<file path="src/rtl/filt_pkg.sv">
// rtl/filt_pkg.sv - Shared state encoding and default PLL sequencing parameters for the interpolation filter
package filt_pkg;

    typedef enum logic [2:0] {
        ST_HOLD      = 3'd0,
        ST_WAIT_LOCK = 3'd1,
        ST_STABLE    = 3'd2,
        ST_RUN       = 3'd3,
        ST_FAULT     = 3'd4
    } pll_state_t;

    localparam int DEF_RST_CYCLES    = 16;
    localparam int DEF_LOCK_TIMEOUT  = 4096;
    localparam int DEF_STABLE_CYCLES = 64;
    localparam int DEF_MAX_RETRIES   = 3;

endpackage

</file>
<file path="src/rtl/sync2.sv">
// rtl/sync2.sv - Generic two-flop synchronizer, async active-low reset to 0
module sync2 (
    input  logic clk,
    input  logic rst_n,
    input  logic d,
    output logic q
);

    logic meta;

    always_ff @(posedge clk or negedge rst_n) begin
        if (!rst_n) begin
            meta <= 1'b0;
            q    <= 1'b0;
        end else begin
            meta <= d;
            q    <= meta;
        end
    end

endmodule

</file>
<file path="src/rtl/pll_reset_seq.sv">
// rtl/pll_reset_seq.sv - PLL reset/lock sequencer: holds PLL in reset, qualifies lock, releases datapath reset
module pll_reset_seq
    import filt_pkg::*;
#(
    parameter int RST_CYCLES    = DEF_RST_CYCLES,
    parameter int LOCK_TIMEOUT  = DEF_LOCK_TIMEOUT,
    parameter int STABLE_CYCLES = DEF_STABLE_CYCLES,
    parameter int MAX_RETRIES   = DEF_MAX_RETRIES
) (
    input  logic       CLK,
    input  logic       RST_N,
    input  logic       LOCKED,
    input  logic       RESTART,
    output logic       PLL_RST,
    output logic       SYS_RST_N,
    output logic       READY,
    output logic       FAULT,
    output logic [3:0] RETRY_CNT,
    output logic [7:0] LOSS_CNT
);

    localparam int RW = (RST_CYCLES > 1) ? $clog2(RST_CYCLES) : 1;
    localparam int TW = (LOCK_TIMEOUT > 1) ? $clog2(LOCK_TIMEOUT) : 1;
    localparam int SW = (STABLE_CYCLES > 1) ? $clog2(STABLE_CYCLES) : 1;

    logic          lock_s;
    pll_state_t    state, state_n;
    logic [RW-1:0] rst_cnt, rst_cnt_n;
    logic [TW-1:0] to_cnt, to_cnt_n;
    logic [SW-1:0] st_cnt, st_cnt_n;
    logic [3:0]    retry_n;
    logic [7:0]    loss_n;

    sync2 u_lock_sync (
        .clk   (CLK),
        .rst_n (RST_N),
        .d     (LOCKED),
        .q     (lock_s)
    );

    always_comb begin
        state_n   = state;
        rst_cnt_n = rst_cnt;
        to_cnt_n  = to_cnt;
        st_cnt_n  = st_cnt;
        retry_n   = RETRY_CNT;
        loss_n    = LOSS_CNT;
        if (RESTART) begin
            state_n   = ST_HOLD;
            rst_cnt_n = '0;
            to_cnt_n  = '0;
            st_cnt_n  = '0;
            retry_n   = '0;
        end else begin
            case (state)
                ST_HOLD: begin
                    if (rst_cnt == RW'(RST_CYCLES - 1)) begin
                        state_n   = ST_WAIT_LOCK;
                        rst_cnt_n = '0;
                        to_cnt_n  = '0;
                    end else begin
                        rst_cnt_n = rst_cnt + RW'(1);
                    end
                end
                ST_WAIT_LOCK: begin
                    if (lock_s) begin
                        state_n  = ST_STABLE;
                        st_cnt_n = '0;
                    end else if (to_cnt == TW'(LOCK_TIMEOUT - 1)) begin
                        retry_n   = RETRY_CNT + 4'd1;
                        to_cnt_n  = '0;
                        rst_cnt_n = '0;
                        state_n   = (retry_n == 4'(MAX_RETRIES)) ? ST_FAULT : ST_HOLD;
                    end else begin
                        to_cnt_n = to_cnt + TW'(1);
                    end
                end
                // Any dropout restarts qualification; it does not count as a retry.
                ST_STABLE: begin
                    if (!lock_s) begin
                        state_n  = ST_WAIT_LOCK;
                        to_cnt_n = '0;
                    end else if (st_cnt == SW'(STABLE_CYCLES - 1)) begin
                        state_n = ST_RUN;
                        retry_n = '0;
                    end else begin
                        st_cnt_n = st_cnt + SW'(1);
                    end
                end
                ST_RUN: begin
                    if (!lock_s) begin
                        state_n   = ST_HOLD;
                        rst_cnt_n = '0;
                        if (LOSS_CNT != 8'hFF) begin
                            loss_n = LOSS_CNT + 8'd1;
                        end
                    end
                end
                ST_FAULT: begin
                end
                default: begin
                    state_n   = ST_HOLD;
                    rst_cnt_n = '0;
                end
            endcase
        end
    end

    // Outputs are registered decodes of the next state so they switch on the same edge as the state.
    always_ff @(posedge CLK or negedge RST_N) begin
        if (!RST_N) begin
            state     <= ST_HOLD;
            rst_cnt   <= '0;
            to_cnt    <= '0;
            st_cnt    <= '0;
            RETRY_CNT <= '0;
            LOSS_CNT  <= '0;
            PLL_RST   <= 1'b1;
            SYS_RST_N <= 1'b0;
            READY     <= 1'b0;
            FAULT     <= 1'b0;
        end else begin
            state     <= state_n;
            rst_cnt   <= rst_cnt_n;
            to_cnt    <= to_cnt_n;
            st_cnt    <= st_cnt_n;
            RETRY_CNT <= retry_n;
            LOSS_CNT  <= loss_n;
            PLL_RST   <= (state_n == ST_HOLD) || (state_n == ST_FAULT);
            SYS_RST_N <= (state_n == ST_RUN);
            READY     <= (state_n == ST_RUN);
            FAULT     <= (state_n == ST_FAULT);
        end
    end

endmodule

</file>
<file path="config.mk">
export PLATFORM = sky130hd
export DESIGN_NAME = pll_reset_seq
export DESIGN_NICKNAME = d
export VERILOG_FILES = /design/src/rtl/filt_pkg.sv /design/src/rtl/sync2.sv /design/src/rtl/pll_reset_seq.sv
export SDC_FILE = /design/constraint.sdc
export NUM_CORES = 1
export LEC_CHECK = 0
export CORE_MARGIN = 2
export CORE_UTILIZATION = 60
export CTS_CLUSTER_DIAMETER = 100
export DETAILED_ROUTE_END_ITERATION = 6
export PLACE_DENSITY = 0.82
export SLEW_MARGIN = 20
export SYNTH_ARGS = -nofsm -noshare
export SYNTH_HDL_FRONTEND = slang
export SYNTH_SLANG_ARGS = --single-unit
</file>
<file path="constraint.sdc">
create_clock -name CLK -period 4.9 [get_ports CLK]
set_input_delay 0.735 -clock CLK [delete_from_list [all_inputs] [get_ports CLK]]
set_output_delay 0.735 -clock CLK [all_outputs]
set_load 0.02 [all_outputs]
</file>
==> Word-level counts from Yosys, hierarchy flattened <==
Cells that the tools add are included.
{ "totals": {"reg_bits": 42, "input_bits": 4, "word_cells": 82} }
{ "classes": {"addsub": 5, "n_eq_ne": 21, "mux": 32, "n_bitwise": 2, "reduce_logical": 11} }
{ "op_table": {"columns": ["op", "count"], "rows": [
  ["$mux 12", 5],
  ["$mux 4", 10],
  ["$pmux 12 s3", 1],
  ["$mux 3", 8],
  ["$mux 6", 4],
  ["$ne 3x3->1 const B", 7],
  ["$pmux 4 s4", 1],
  ["$reduce_and 4->1", 4],
  ["$pmux 3 s5", 1],
  ["$add 12x1->12 const B", 1],
  ["$eq 12x12->1 const B", 1],
  ["$pmux 6 s2", 1],
  ["$eq 3x2->1 const B", 3],
  ["$add 4x1->4 const B", 2],
  ["$add 8x1->8 const B", 1],
  ["$ne 8x8->1 const B", 1],
  ["$pmux 4 s2", 1],
  ["$add 6x1->6 const B", 1],
  ["$eq 3x3->1 const B", 2],
  ["$eq 6x6->1 const B", 1],
  ["$logic_not 3->1", 2],
  ["$ne 3x2->1 const B", 2],
  ["$reduce_and 5->1", 1],
  ["$eq 4x2->1 const B", 1],
  ["other kinds (8)", 9]
]} }

==> Logic depth before layout (Yosys ltp) <==
{ "depth": {"depth_word": 9, "mapped_depth": 7, "depth_no_buf": 5} }

==> Hierarchy <==
From an unflattened synthesis, not the netlist that was laid out.
{ "hier_totals": {"cells_unflattened": 231, "hier_area_um2": 2262.2} }
{ "modules_own_cells": {"columns": ["mod", "instances", "cells_per_inst", "area_each_um2"], "rows": [
  ["pll_reset_seq", 1, 229, 2212.1],
  ["sync2", 1, 2, 50.0]
]} }

==> Worst setup path before layout <==
Ideal clock, no wire load.
{ "synth_timing": {"path_type": "in2reg", "startpoint": "input port RESTART", "endpoint": "register to_cnt[5]", "t_arrival_ps": 1791, "t_required_ps": 4818, "slack_ps": 3027, "stages": 6, "cell_sequence": "clkbuf_1 > nor3b_1 > and2_1 > clkbuf_1 > o211ai_1 > a31oi_1"} }
{ "synth_via": {"elab_chain_len": 2, "word_cells_on_any_way": 6} }
{ "synth_rtl": {"columns": ["element", "line", "source"], "rows": [
  ["start, declared", "pll_reset_seq.sv:13", "input logic RESTART,"],
  ["$ne 3x3->1 (no source line) / $reduce_bool 4->1 (equally long branches)", null, null],
  ["$reduce_and 4->1 (no source line)", null, null],
  ["end signal, assigned", "pll_reset_seq.sv:125", "to_cnt <= to_cnt_n;"],
  ["end, declared", "pll_reset_seq.sv:29", "logic [TW-1:0] to_cnt, to_cnt_n;"]
]} }
Several ways; a longest one is shown, not always the timed one.
A chain may end at the register's enable or synchronous reset.

==> Final worst setup path <==
{ "layout_timing": {"startpoint": "input port RESTART", "endpoint": "register rst_cnt[0]"} }
{ "layout_via": {"elab_chain_len": 2, "word_cells_on_any_way": 6} }
{ "layout_rtl": {"columns": ["element", "line", "source"], "rows": [
  ["$ne 3x3->1 (no source line) / $ne 2x1->1 (equally long branches)", null, null],
  ["$reduce_and 4->1 (no source line)", null, null],
  ["end signal, assigned", "pll_reset_seq.sv:124", "rst_cnt <= rst_cnt_n;"],
  ["end, declared", "pll_reset_seq.sv:28", "logic [RW-1:0] rst_cnt, rst_cnt_n;"]
]} }
Several ways; a longest one is shown, not always the timed one.

==> run metrics <==
# Max-Cap Violations=0; internal reg-to-reg setup slack=2.66 ns; Post-Synth Simple-Gate Area=0.228; Clock H-tree levels=2; setup tns final=0 ns; First DRT Iteration DRCs=175; Yosys reg bits=42; hold buffer count at cts=0; routed vias=1951; Seq/Total Area, Yosys=0.445; ant diodes=0; actual slew at the worst max-slew pin=0.909 ns; I/O pin count=20; detailed-route vias per instance=6.27; total CTS buffers=5; Gate Count Post-Synth=251; Clk Latency, worst-skew pair=0.30 ns; Die Ht=66.7 µm; Clock Tree Buf Depth=2; largest family of logic cells by synthesized area=simple AND/OR/NAND/NOR gates; CTS sink cnt=42; Syn Area/Cell=9.41 µm²; Nets=272; synthesis-to-finish area growth=10.8%; Leakage=1.07 nW; crit-path max FO=17; overall routing resource usage=0.241; most used flip-flop cell after synthesis=dfrtp_1; unrepaired setup endpoints after global routing=false; relative max-transition margin=0.394; Initial Util=0.636; Compound-Gate Fraction of Synth Area=0.189; clk_skew=0.00539 ns; Cells after DPL=303; yosys warns=0; Pre-Repair DR Iteration Count=4; FFs w/ async S/R, synth=1.00; final hold violations=0; commonest non-fill, non-tap cell in the layout=dfrtp_1; HPWL Detailed=3170 µm; CTS clk-pin slew, worst paths=0.07 ns; CTS tree=built; post-route insts no fill=311; overflow left after global routing=0; first-pass GRT wire length=8140 µm; synth unique cells=55; commonest cells after routing, fill and taps aside=dfrtp_1, nand3_1, nand2_1; Synth Area in XOR/XNOR=0.0334; I/O Buffers=19; final setup fails=0; core area=0.00372 mm²; PwrDens=243 mW/mm²; Post-Route WL=4650 µm; post-route minimum period=2.47 ns; share of layout cells above drive strength 1=0.0684; Worst setup EP type=flop; Post-CTS Setup Inserts=0; Post-Synth Adder-Cell Area=0.0318; initial antenna violation count=0; Final Slew Violations=0; worst path arrival time=2.69 ns; PostCTS Resize Cnt=0; number of flops mapped to enable cells by yosys=0; Cell Area, Synth=0.00236 mm²; number of global-route vias before repair=1803; Die Wd=66.7 µm; CTS Root Cell=clkbuf_8; mux cell area share after synthesis=0.0180; Crit path required time=5.12 ns; routability cong.=0.793; Site Rows=22; VDD IR-drop max=174 µV; worst min-delay path class=flop to flop; status=finished clean; Routed Antenna Nets=0; largest net degree at the start of global routing=43; syn_nets=261; die area=0.00445 mm²; Max Clk Rate=405 MHz; DR WL/cell=14.9 µm; fin crit share=0.504; crit start category=primary input; worst setup path category=primary input to flop; Post-route DRC=0
-- per-layer routing --
layer / wire [µm] / vias up / GRT usage
li1: - / 970 / -
met1: 2150 / 941 / 0.327
met2: 2290 / 34 / 0.380
met3: 143 / 6 / 0.0490
met4: 72 / 0 / 0.0944
met5: 0 / - / 0
-- final timing paths --
check / start / to / cells after the start
setup / recovery: RESTART / rst_cnt[0]$_DFFE_PN0P_ / 5
hold / removal: u_lock_sync.meta$_DFF_PN0_ / u_lock_sync.q$_DFF_PN0_ / 0
setup reg to reg: state[0]$_DFF_PN0_ / to_cnt[5]$_DFFE_PN0P_ / 4
hold reg to reg: u_lock_sync.meta$_DFF_PN0_ / u_lock_sync.q$_DFF_PN0_ / 0
max in group asynchronous: RST_N / to_cnt[7]$_DFFE_PN0P_ / 1
min in group asynchronous: RST_N / st_cnt[0]$_DFFE_PN0P_ / 1
-- report_power, final --
| group | internal, W | switching (W) |
|---|---|---|
| sequential | 0.000361 | 0.0000175 |
| combinational | 0.0000184 | 0.0000285 |
| clock | 0.0000986 | 0.000112 |
| total | 0.000478 | 0.000158 |
-- stage by stage --
| stage | instance area (µm²) | worst slack [ns] | total power [W] | utilization | hold WS, ns |
|---|---|---|---|---|---|
| 2_1_floorplan | 2360 | 3.03 | 0.000413 | - | 0.331 |
| 3_3_place_gp | 2530 | 2.25 | 0.000430 | 0.682 | 0.334 |
| 3_5_place_dp | 2530 | 2.17 | 0.000432 | 0.682 | 0.336 |
| 4_1_cts | 2620 | 2.47 | 0.000644 | 0.704 | 0.353 |
| 5_1_grt | 2620 | 2.28 | 0.000666 | 0.704 | 0.358 |
| 6_report | 2620 | 2.43 | 0.000636 | 0.704 | 0.352 |
-- worst max-delay path: stages --
cell and delay (ns):
clkdlybuf4s50_1 0.72, nor3b_1 0.39, and2_1 0.41, o41ai_1 0.21, a31oi_1 0.20
-- cell type report --
cell class	instances	area, µm²
timing repair buffer	19	185
clock inverter	2	10.0
fill	297	1100
multi-input combinational	179	1180
clock buffer	6	72.6
inverter	15	56.3
tap	48	60.1
sequential	42	1050
-- flip-flops by register name, summed over array words and instances (netlist names) --
| signal | cells |
|---|---|
| LOSS_CNT | 8 |
| rst_cnt | 4 |
| PLL_RST | 1 |
| READY | 1 |
| state | 3 |
| to_cnt | 12 |
| u_lock_sync.meta | 1 |
| RETRY_CNT | 4 |
| st_cnt | 6 |
| FAULT | 1 |
| u_lock_sync.q | 1 |
-- Yosys cell counts (all sizes together), types with 5 or more instances --
master,instances,area share
inv,15,0.024
nand3,28,0.059
clkbuf,9,0.014
a21oi,5,0.011
nand2,20,0.032
ha,6,0.032
xor2,6,0.022
buf,6,0.016
o21ai,9,0.019
or4,6,0.021
nor2,9,0.014
dfrtp,41,0.43
nor3,8,0.017
a31oi,17,0.045
-- kinds of logic (layout without fill, tap and decap cells) --
| family | after synthesis | in the layout |
|---|---|---|
| xor+xnor | 9 | 9 |
| fa+ha+maj | 6 | 6 |
| flops | 42 | 42 |
| buf+inv | 30 | 42 |
| mux | 4 | 4 |
| simple gates | 98 | 98 |
| compound gates | 62 | 62 |
(Power assumes the default switching activity.)
